[src/rtl/fetch_stage.sv]
// Instruction-fetch stage: PC register, IF/ID pipeline register, stall/flush/branch
// handling and an exception drain FSM that vectors to the handler and captures EPC.
module fetch_stage #(
  parameter logic [31:0] PC_RESET        = 32'h0000_0000,
  parameter logic [31:0] EXC_VECTOR      = 32'h0000_0180,
  parameter int unsigned EXC_WAIT_CYCLES = 2
) (
  input  logic        clk,
  input  logic        reset,
  input  logic        stall,
  input  logic        if_flush,
  input  logic        pc_src,
  input  logic [31:0] branch_target,
  input  logic        exception,
  input  logic [31:0] exc_pc,
  input  logic [31:0] imem_data,
  output logic [31:0] imem_addr,
  output logic [31:0] if_id_instr,
  output logic [31:0] if_id_pc4,
  output logic        if_id_valid,
  output logic [31:0] epc,
  output logic        exc_busy
);

  localparam int unsigned XLEN  = 32;
  localparam int unsigned CNT_W = 4;

  localparam logic [XLEN-1:0]  NOP        = '0;
  localparam logic [XLEN-1:0]  ALIGN_MASK = ~XLEN'(3);
  localparam logic [XLEN-1:0]  PC_INIT    = PC_RESET & ALIGN_MASK;
  localparam logic [XLEN-1:0]  VEC_ADDR   = EXC_VECTOR & ALIGN_MASK;
  localparam logic [CNT_W-1:0] DRAIN_LOAD = CNT_W'(EXC_WAIT_CYCLES - 1);

  typedef enum logic {
    RUN,
    EXC_WAIT
  } state_t;

  state_t           state;
  logic [CNT_W-1:0] counter;
  logic [XLEN-1:0]  pc;
  logic [XLEN-1:0]  pc_plus4;
  logic [XLEN-1:0]  target;
  logic [XLEN-1:0]  next_pc;

  // Sequential and redirect addresses; the word-offset bits of a branch target are dropped
  assign pc_plus4  = pc + XLEN'(4);
  assign target    = branch_target & ALIGN_MASK;
  assign next_pc   = pc_src ? target : pc_plus4;
  assign imem_addr = pc;

  // PC, IF/ID register and exception drain FSM
  always_ff @(posedge clk or posedge reset) begin
    if (reset) begin
      state       <= RUN;
      counter     <= '0;
      pc          <= PC_INIT;
      if_id_instr <= NOP;
      if_id_pc4   <= '0;
      if_id_valid <= 1'b0;
      epc         <= '0;
      exc_busy    <= 1'b0;
    end else begin
      case (state)
        RUN: begin
          if (exception) begin
            // Freeze fetch, bubble IF/ID and start draining the pipe
            epc         <= exc_pc;
            if_id_instr <= NOP;
            if_id_pc4   <= '0;
            if_id_valid <= 1'b0;
            counter     <= DRAIN_LOAD;
            state       <= EXC_WAIT;
            exc_busy    <= 1'b1;
          end else if (stall) begin
            // Hold everything; a pending branch is re-presented after the stall
            pc <= pc;
          end else if (if_flush) begin
            if_id_instr <= NOP;
            if_id_pc4   <= pc_plus4;
            if_id_valid <= 1'b0;
            pc          <= next_pc;
          end else begin
            // Normal fetch; with pc_src alone the fetched word is the delay slot
            if_id_instr <= imem_data;
            if_id_pc4   <= pc_plus4;
            if_id_valid <= 1'b1;
            pc          <= next_pc;
          end
        end
        EXC_WAIT: begin
          if_id_instr <= NOP;
          if_id_pc4   <= '0;
          if_id_valid <= 1'b0;
          if (counter != '0) begin
            counter <= counter - CNT_W'(1);
          end else begin
            pc       <= VEC_ADDR;
            state    <= RUN;
            exc_busy <= 1'b0;
          end
        end
        default: begin
          state    <= RUN;
          exc_busy <= 1'b0;
        end
      endcase
    end
  end

endmodule

[config.mk]
export PLATFORM = sky130hd
export DESIGN_NAME = fetch_stage
export DESIGN_NICKNAME = d
export VERILOG_FILES = /design/src/rtl/fetch_stage.sv
export SDC_FILE = /design/constraint.sdc
export NUM_CORES = 1
export LEC_CHECK = 0
export CELL_PAD_IN_SITES_DETAIL_PLACEMENT = 1
export CELL_PAD_IN_SITES_GLOBAL_PLACEMENT = 2
export CORE_ASPECT_RATIO = 1.4
export CORE_MARGIN = 5
export CORE_UTILIZATION = 29
export CTS_CLUSTER_SIZE = 10
export DETAILED_ROUTE_END_ITERATION = 8
export GPL_TIMING_DRIVEN = 0
export PLACE_DENSITY_LB_ADDON = 0.1
export SYNTH_ARGS = -nofsm -noshare
export SYNTH_HDL_FRONTEND = slang
export SYNTH_SLANG_ARGS = --single-unit
[constraint.sdc]
create_clock -name clk -period 9.4 [get_ports clk]
set_input_delay 1.88 -clock clk [delete_from_list [all_inputs] [get_ports clk]]
set_output_delay 1.88 -clock clk [all_outputs]
set_load 0.005 [all_outputs]
==> impl_metrics.csv <==
group,metric,value,unit
detailed_routing,vias,5511,
cells_and_area,syn_to_final_growth,53.4,%
place,gp_congestion,0.867,
place,hpwl,17800,µm
clock_tree,clk_latency,0.42,ns
run,max-cap-violations,0,
critical_path,slowest_delay,1.00,ns
logic_synthesis,syn_area_per_cell,10.7,µm²
critical_path,cpLargestDelayFamily,"simple AND/OR/NAND/NOR gates",
timing,fin_ws,5.08,ns
critical_path,startpoint_type,"input port",
critical_path,timing.critical_path.buf_inv,2,
critical_path,rr_endpoint,"imem_addr[7]",
timing,skew,0.00800,ns
floorplanning,start_util,29.5,%
floorplanning,die_w,132,µm
critical_path,rr_startpoint,"state",
logic_synthesis,async_reset_ff_share,100,%
critical_path,end_kind,"register",
detailed_routing,totalWireLength,23500,µm
logic_synthesis,synth_common_cells,"dfrtp_1, o21ai_0, a21oi_1, nor2_1",
global_routing,grt_pass1_wl,36500,µm
cells_and_area,design_area,9300,µm²
global_routing,grt_pass1_vias,6222,
floorplanning,row_count,62,
pwr,ir_drop,0.000129,V
global_routing,antenna_found_initial,0,
logic_synthesis,syn_inst,567,
cells_and_area,seqCellArea,3300,µm²
floorplanning,io_pins,232,
place,portBuffers,227,
critical_path,rr_worst_depth,5,
critical_path,cp.arrival,4.56,ns
floorplanning,die_area,23900,µm²
detailed_routing,firstDrtPassIters,4,
hold_path,holdPathEnd,"if_id_valid",
critical_path,rrSetupSlack,6.64,ns
cells_and_area,diodes,0,
logic_synthesis,yosysSeqAreaShare,54.5,%
hold_path,worstHoldStart,"if_id_valid",
clock_tree,cts-resized-gates,0,
critical_path,path_cells,"clkdlybuf4s50_1 -> nor3_1 -> nand2b_1 -> clkbuf_1 -> o21ai_0 -> a22oi_1",
timing,fmax,231,MHz
clock_tree,htree_levels,4,
timing,setup_viol,0,
logic_synthesis,synth_top_area_share,54.5,%
clock_tree,ctsHoldBuffers,0,
global_routing,grtUsageMet2,34.9,%
logic_synthesis,ys_seq_elements,132,
detailed_routing,drtIter0Drc,264,
floorplanning,fp.dieH,181,µm
hold_path,hold_path_class,"reg2reg",
cells_and_area,drive_above_1_share,9.90,%
logic_synthesis,synth-warning-count,0,
timing,period_minus_slack,4.32,ns
detailed_routing,wl_per_cell,21.7,µm
detailed_routing,ant_nets,0,
outcome,status,"completed",
pwr,p_leak,3.83,nW
global_routing,grt_max_degree,88,
clock_tree,cts_buffer_depth,2,
timing,tightest_slew,1.22,ns
clock_tree,cts_buffers,17,
timing,tns,0,ns
logic_synthesis,synth_area_leaders,"dfrtp_1, mux2_2, a22o_1",
clock_tree,post-cts-setup-buffers,0,
timing,min_period_over_period,46.0,%
critical_path,critPathKind,"in2reg",
timing,max_slew_margin,18.2,%
cells_and_area,n_fill_cell,2257,
global_routing,gr-total-overflow,0,
global_routing,grt_use_met1,21.3,%
timing,finalHoldViolations,0,
logic_synthesis,synth_edf_count,0,
timing,rsz0062_at_grt,"no",
clock_tree,clk_transition_reported_paths,0.06,ns
detailed_routing,drc_errors,0,
place,dpl_cell_area,8690,µm²
critical_path,cp_data_required_time,9.63,ns
floorplanning,core-area,20600,µm²
place,pre_cts_slack,4.62,ns
logic_synthesis,ys_types,48,
critical_path,crit_path_max_fanout,10,
logic_synthesis,syn-cell-area,6060,µm²
cells_and_area,nNetsFinal,919,
global_routing,grtUsageMet3,7.99,%
clock_tree,cts_tree,"built",
pwr,power_density,247,nW/µm²
global_routing,grt_usage,19.4,%
clock_tree,cts_sinks,132,
clock_tree,cts-root-buf,"clkbuf_16",
timing,drv_slew,0,
detailed_routing,via_per_inst,5.08,
cells_and_area,multi_input_area,2520,µm²
logic_synthesis,synth_flop_cell,"dfrtp_1",
logic_synthesis,synth_top_area_cell,"dfrtp_1",
critical_path,cp_slowest_cell,"nor3_1",
hold_path,hold_path_depth,1,
global_routing,top_usage_layer,"met2",
logic_synthesis,synth_most_common_cell,"dfrtp_1",
routing by layer:
| metal | vias to the layer above | wire (µm) |
|---|---|---|
| met3 | 27 | 2050 |
| met1 | 2752 | 8760 |
| met4 | 0 | 282 |
| li1 | 2537 | - |
| met2 | 195 | 12400 |
| met5 | - | 0 |
flip-flops by register name, indices dropped and copies added, names as in the netlist:
name         cells
epc             32
if_id_instr     32
if_id_pc4       31
imem_addr       30
counter          4
exc_busy         1
if_id_valid      1
state            1
per-stage QoR:
step	cells	util, %	hold WS (ns)	power, mW
finish	1084	45.2	0.480	2.30
global route	1084	45.2	0.504	2.44
CTS	1084	45.2	0.485	2.34
detailed placement	1052	42.3	0.469	1.63
global placement	1051	42.1	0.465	1.60
floorplan	568	-	0.474	1.15
layout make-up:
| cell class | instances | area share [%] |
|---|---|---|
| flip-flops and latches | 132 | 35.5 |
| multi-input cells | 379 | 27.1 |
| repair buffers | 228 | 24.7 |
| clock buffers | 18 | 4.62 |
| well taps | 256 | 3.45 |
| plain buffers | 43 | 2.02 |
| clock inverters | 14 | 1.90 |
| inverters | 14 | 0.619 |
power by group:
group          switching [mW]  internal, mW  total, mW  leakage (nW)
clock network           0.272         0.421      0.693         0.285
registers               0.139         0.712      0.850          1.74
logic                   0.321         0.434      0.755          1.81
total                   0.732          1.57       2.30          3.83
logic make-up after synthesis:
logic type / Yosys count / share of synthesized area, %
AND/OR/NAND/NOR: 135 / 11.5
other: 1 / 0.0619
AO/OA/AOI/OAI: 171 / 18.1
multiplexers: 41 / 7.45
flip-flops: 132 / 54.5
adder cells (fa/ha/maj): 2 / 0.413
XOR/XNOR: 28 / 4.05
buffers and inverters: 57 / 3.96
cells in the final DEF (no fill, tap or decap), types with 17 or more instances in the layout:
cell             count
a21oi_1             47
a22o_1              33
clkbuf_1            34
clkbuf_16           17
clkdlybuf4s50_1    227
dfrtp_1            132
mux2_2              33
nand2_1             31
nor2_1              38
o21ai_0             49
xnor2_1             20
worst max-delay path by stage:
stage | from | to | slack [ns] | cells after the start
floorplan | reset | counter[0] | 3.99 | 1
global placement | reset | if_id_pc4[17] | 1.87 | 2
detailed placement | exception | imem_addr[7] | 4.62 | 6
CTS | exception | imem_addr[7] | 5.07 | 6
global route | exception | imem_addr[7] | 4.86 | 6
finish | exception | imem_addr[7] | 5.08 | 6
Power figures use the tool's default switching activity.
